[src/rtl/tm_qm_assoc_lookup.sv]
// tm_qm_assoc_lookup: first-level enqueue front end pairing association-memory reads with their descriptors, in order.
// Optional statistics (lookup_cnt, assoc_err) are built when TM_QM_ASSOC_STATS_EN is defined.
`timescale 1ns/1ps
`ifndef FIRST_LVL_QUEUE_ID_NBITS
`define FIRST_LVL_QUEUE_ID_NBITS 8
`endif
`ifndef QUEUE_ASSOCIATION_NBITS
`define QUEUE_ASSOCIATION_NBITS 16
`endif
module tm_qm_assoc_lookup #(
   parameter int DESC_NBITS = 32,
   parameter int DEPTH      = 4
) (
   input  logic                                  clk,
   input  logic                                  rst_n,
   input  logic                                  enq_req,
   input  logic [`FIRST_LVL_QUEUE_ID_NBITS-1:0]  enq_qid,
   input  logic [DESC_NBITS-1:0]                 enq_desc,
   output logic                                  enq_ready,
   output logic                                  queue_association_rd,
   output logic [`FIRST_LVL_QUEUE_ID_NBITS-1:0]  queue_association_raddr,
   input  logic                                  queue_association_ack,
   input  logic [`QUEUE_ASSOCIATION_NBITS-1:0]   queue_association_rdata,
   output logic                                  out_valid,
   input  logic                                  out_ready,
   output logic [`FIRST_LVL_QUEUE_ID_NBITS-1:0]  out_qid,
   output logic [`QUEUE_ASSOCIATION_NBITS-1:0]   out_assoc,
   output logic [DESC_NBITS-1:0]                 out_desc,
   output logic [15:0]                           lookup_cnt,
   output logic                                  assoc_err
);
   localparam int AW = $clog2(DEPTH);
   localparam int QW = `FIRST_LVL_QUEUE_ID_NBITS;
   localparam int SW = `QUEUE_ASSOCIATION_NBITS;
   logic [QW-1:0]         qid_mem   [DEPTH];
   logic [DESC_NBITS-1:0] desc_mem  [DEPTH];
   logic [SW-1:0]         assoc_mem [DEPTH];
   logic [AW:0]           wr_ptr, ack_ptr, rd_ptr;
   logic                  accept, ack_ok, pop;
   assign enq_ready = !((wr_ptr[AW] != rd_ptr[AW]) && (wr_ptr[AW-1:0] == rd_ptr[AW-1:0]));
   assign accept    = enq_req && enq_ready;
   assign ack_ok    = queue_association_ack && (ack_ptr != wr_ptr);
   assign out_valid = rd_ptr != ack_ptr;
   assign pop       = out_valid && out_ready;
   assign out_qid   = out_valid ? qid_mem[rd_ptr[AW-1:0]] : '0;
   assign out_assoc = out_valid ? assoc_mem[rd_ptr[AW-1:0]] : '0;
   assign out_desc  = out_valid ? desc_mem[rd_ptr[AW-1:0]] : '0;
   // pointer advance and registered read strobe toward the association memory
   always_ff @(posedge clk or negedge rst_n) begin
      if (!rst_n) begin
         wr_ptr                  <= '0;
         ack_ptr                 <= '0;
         rd_ptr                  <= '0;
         queue_association_rd    <= 1'b0;
         queue_association_raddr <= '0;
      end else begin
         if (accept) wr_ptr <= wr_ptr + (AW+1)'(1);
         if (ack_ok) ack_ptr <= ack_ptr + (AW+1)'(1);
         if (pop) rd_ptr <= rd_ptr + (AW+1)'(1);
         queue_association_rd <= accept;
         if (accept) queue_association_raddr <= enq_qid;
      end
   end
   // context storage; unread entries are masked at the outputs so no reset is needed
   always_ff @(posedge clk) begin
      if (accept) begin
         qid_mem[wr_ptr[AW-1:0]]  <= enq_qid;
         desc_mem[wr_ptr[AW-1:0]] <= enq_desc;
      end
      if (ack_ok) assoc_mem[ack_ptr[AW-1:0]] <= queue_association_rdata;
   end
`ifdef TM_QM_ASSOC_STATS_EN
   // saturating completed-lookup count and sticky flag for acks with nothing outstanding
   always_ff @(posedge clk or negedge rst_n) begin
      if (!rst_n) begin
         lookup_cnt <= '0;
         assoc_err  <= 1'b0;
      end else begin
         if (ack_ok && lookup_cnt != 16'hFFFF) lookup_cnt <= lookup_cnt + 16'd1;
         if (queue_association_ack && !ack_ok) assoc_err <= 1'b1;
      end
   end
`else
   assign lookup_cnt = '0;
   assign assoc_err  = 1'b0;
`endif
endmodule

[config.mk]
export PLATFORM = sky130hd
export DESIGN_NAME = tm_qm_assoc_lookup
export DESIGN_NICKNAME = d
export VERILOG_FILES = /design/src/rtl/tm_qm_assoc_lookup.sv
export SDC_FILE = /design/constraint.sdc
export NUM_CORES = 1
export LEC_CHECK = 0
export BUFFER_PORTS_ARGS = -buffer_cell sky130_fd_sc_hd__buf_2
export CAP_MARGIN = 5
export CORE_ASPECT_RATIO = 1.5
export CORE_MARGIN = 5
export CORE_UTILIZATION = 45
export DETAILED_ROUTE_END_ITERATION = 12
export PLACE_DENSITY = 0.69
export REMOVE_ABC_BUFFERS = 1
export SLEW_MARGIN = 30
export SYNTH_ARGS = -nofsm -noshare
export SYNTH_HDL_FRONTEND = slang
export SYNTH_SLANG_ARGS = --single-unit
[constraint.sdc]
create_clock -name clk -period 6.8 [get_ports clk]
set_clock_uncertainty 0.05 [all_clocks]
set_input_delay 1.36 -clock clk [delete_from_list [all_inputs] [get_ports clk]]
set_output_delay 1.36 -clock clk [all_outputs]
set_load 0.02 [all_outputs]
==> flow_summary.yaml <==
job:
  cap_violations: 0
grt:
  grt_pass1_vias: 5025
  grt_usage_pct: 14.8
  grt_max_degree: 60
  overflow: 0
  antenna_found_initial: 3
  grt_pass1_wl_microns: 27900
critical_path:
  cp-start-kind: "flip-flop"
  worstSetupPathType: "flip-flop to output port"
  cp-end-kind: "output port"
  critPathArrivalTime_ns: 2.91
  required_ns: 5.39
  rrSetupSlack_ns: 4.06
  crit_fanout: 31
  crit_path_start: "rd_ptr[0]"
  reg2reg_from: "rd_ptr[1]"
  crit_path_end: "out_assoc[1]"
  r2r_end: "desc_mem[1][21]"
  reg2regPathDepth: 4
synth:
  netlist_area_sq_um: 9590
  ys_ff_latch: 242
  yosysWarnings: 0
  yosys.area_share.simple_pct: 4.31
  synth_area_per_cell_sq_um: 21.1
  synthMuxAreaShare_pct: 14.3
  synthCells: 455
  yosysUniqueCellTypes: 27
  synth_top_family_by_area: "multiplexers"
  synth-xor-area-share_pct: 1.37
  synth_adder_area_share_pct: 1.17
  ys_seq_area_share_pct: 74.9
  synth_compound_area_share_pct: 0.848
placement:
  dp_slack_ns: 2.89
  numPortBuffers: 127
  dpl-instance-area_sq_um: 10400
  hpwl_microns: 11100
  gp_congestion: 0.692
floorplan:
  rows: 65
  io_pins: 145
  die_area_sq_um: 24400
  core_area_sq_um: 21000
  floorplan.initialDensity_pct: 45.7
  die_x_microns: 129
  die_y_microns: 189
drt:
  wl_per_cell_microns: 20.4
  drc_errors: 0
  viasPerCell: 5.22
  firstDrtPassIters: 4
  routed_wl_microns: 17800
  vias: 4549
  drt_iter0_markers: 259
  ant_nets: 0
clock_tree:
  root_buffer: "clkbuf_16"
  post_cts_resized: 0
  cts_tree: "done"
  holdBufCountCts: 0
  clockBufferDepth: 3
  htree_levels: 1
  cts.clk_slew.worst_paths_ns: 0.06
  insertion_delay_ns: 0.49
  numClockSinks: 242
  cts_setup_buffers: 0
  cts_buffers: 22
sta:
  fin_crit_ns: 4.32
  final_hold_viol_count: 0
  setup_viol: 0
  rsz0062_at_grt: "false"
  setup_slack_ns: 2.48
  post-route-period-util_pct: 63.6
  fin_hold_ws_ns: 0.455
  tightest_slew_ns: 0.869
  fmax_ghz: 0.231
  finalMaxSlewViolations: 0
  relSlewSlack_pct: 42.0
power_and_ir_drop:
  peakVddDrop_mv: 0.366
  finalPower_uw: 5650
  powerDensity_nw_per_um2: 506
  p_leak_uw: 0.00397
finish:
  layout_common_cells: "edfxtp_1 (224), buf_2 (127), mux4_2 (56), nor2b_1 (56), clkbuf_16 (22)"
  layout.nets: 657
  area_delta_synth_final_pct: 16.3
  fin_util_pct: 53.1
  drive_gt1_share_pct: 39.5
  fin_area_sq_um: 11200
  mostFrequentLayoutCell: "edfxtp_1"
worst_hold_path:
  hold_start: "queue_association_raddr[4]"
  holdCritPathClass: "flip-flop to flip-flop"
outcome:
  outcome: "finished clean"
[per-layer routing]
metal,track usage (%),share of wire (%)
met4,4.37,2.1
met3,2.33,5.0
met5,0,0.14
met2,27.1,56
met1,17.7,37
[worst min path at each step]
stage / to / slack (ns) / cells after the start
3_5_place_dp: queue_association_raddr[6] / 0.44 / 1
4_1_cts: queue_association_raddr[4] / 0.46 / 1
2_1_floorplan: ack_ptr[2] / 0.45 / 1
3_3_place_gp: queue_association_raddr[3] / 0.44 / 1
6_report: queue_association_raddr[4] / 0.45 / 1
5_1_grt: queue_association_raddr[1] / 0.48 / 1
[synth_stat cells, drive strengths merged]
cell    number  share of area (%)
and2         3               0.20
and3         3               0.20
buf         34                2.6
clkbuf       4               0.16
conb         1              0.039
dfrtp       18                4.7
edfxtp     224                 70
ha           9                1.2
inv          8               0.31
mux2        10                1.2
mux4        56                 13
nand2        2              0.078
nand2b       1              0.065
nor2b       56                3.7
nor3         1              0.052
o211a        1               0.10
o21bai       1              0.078
o311ai       3               0.27
o31a         2               0.18
o31ai        2               0.21
or3          1              0.065
xnor2        7               0.64
xor2         8               0.73
[critical path, cell delays in order, from the launching register on]
cell and delay [ns]:
dfrtp_4 0.81, buf_4 0.63, mux4_2 0.59, nor2b_1 0.16, buf_2 0.19
[flip-flops by register name, indices dropped and copies added, names as in the netlist]
| signal | flops |
|---|---|
| desc_mem | 128 |
| assoc_mem | 64 |
| qid_mem | 32 |
| queue_association_raddr | 8 |
| ack_ptr | 3 |
| rd_ptr | 3 |
| wr_ptr | 3 |
| queue_association_rd | 1 |
[through the flow]
| stage | instances | setup TNS, ns |
|---|---|---|
| floorplan | 433 | -41.99 |
| CTS | 871 | 0 |
| detailed placement | 831 | 0 |
| finish | 872 | 0 |
| global placement | 831 | 0 |
| global route | 872 | 0 |
[layout make-up]
class	instances	area (sq um)
fillers	1669	9830
clock inverters	13	148
well taps	268	335
clock buffers	27	589
diodes	1	2.50
inverters	8	32.5
flip-flops and latches	242	7180
multi-input cells	183	2200
repair buffers	130	658
[logic make-up (layout without fill, tap and decap cells)]
| kind of cell | after synthesis | count (layout) |
|---|---|---|
| xor+xnor | 15 | 15 |
| flops | 242 | 242 |
| buf+inv | 46 | 178 |
| simple gates | 67 | 67 |
| compound gates | 9 | 9 |
| other cells | 1 | 18 |
| mux | 66 | 66 |
| fa+ha+maj | 9 | 9 |
[power breakdown]
group | total, uW | switching [uW] | leakage, uW | internal [uW]
Sequential | 2190 | 160 | 0.00226 | 2030
Clock | 1240 | 505 | 0.000366 | 732
Combinational | 2220 | 1350 | 0.00135 | 876
Total | 5650 | 2010 | 0.00397 | 3640
(Power assumes the default switching activity.)
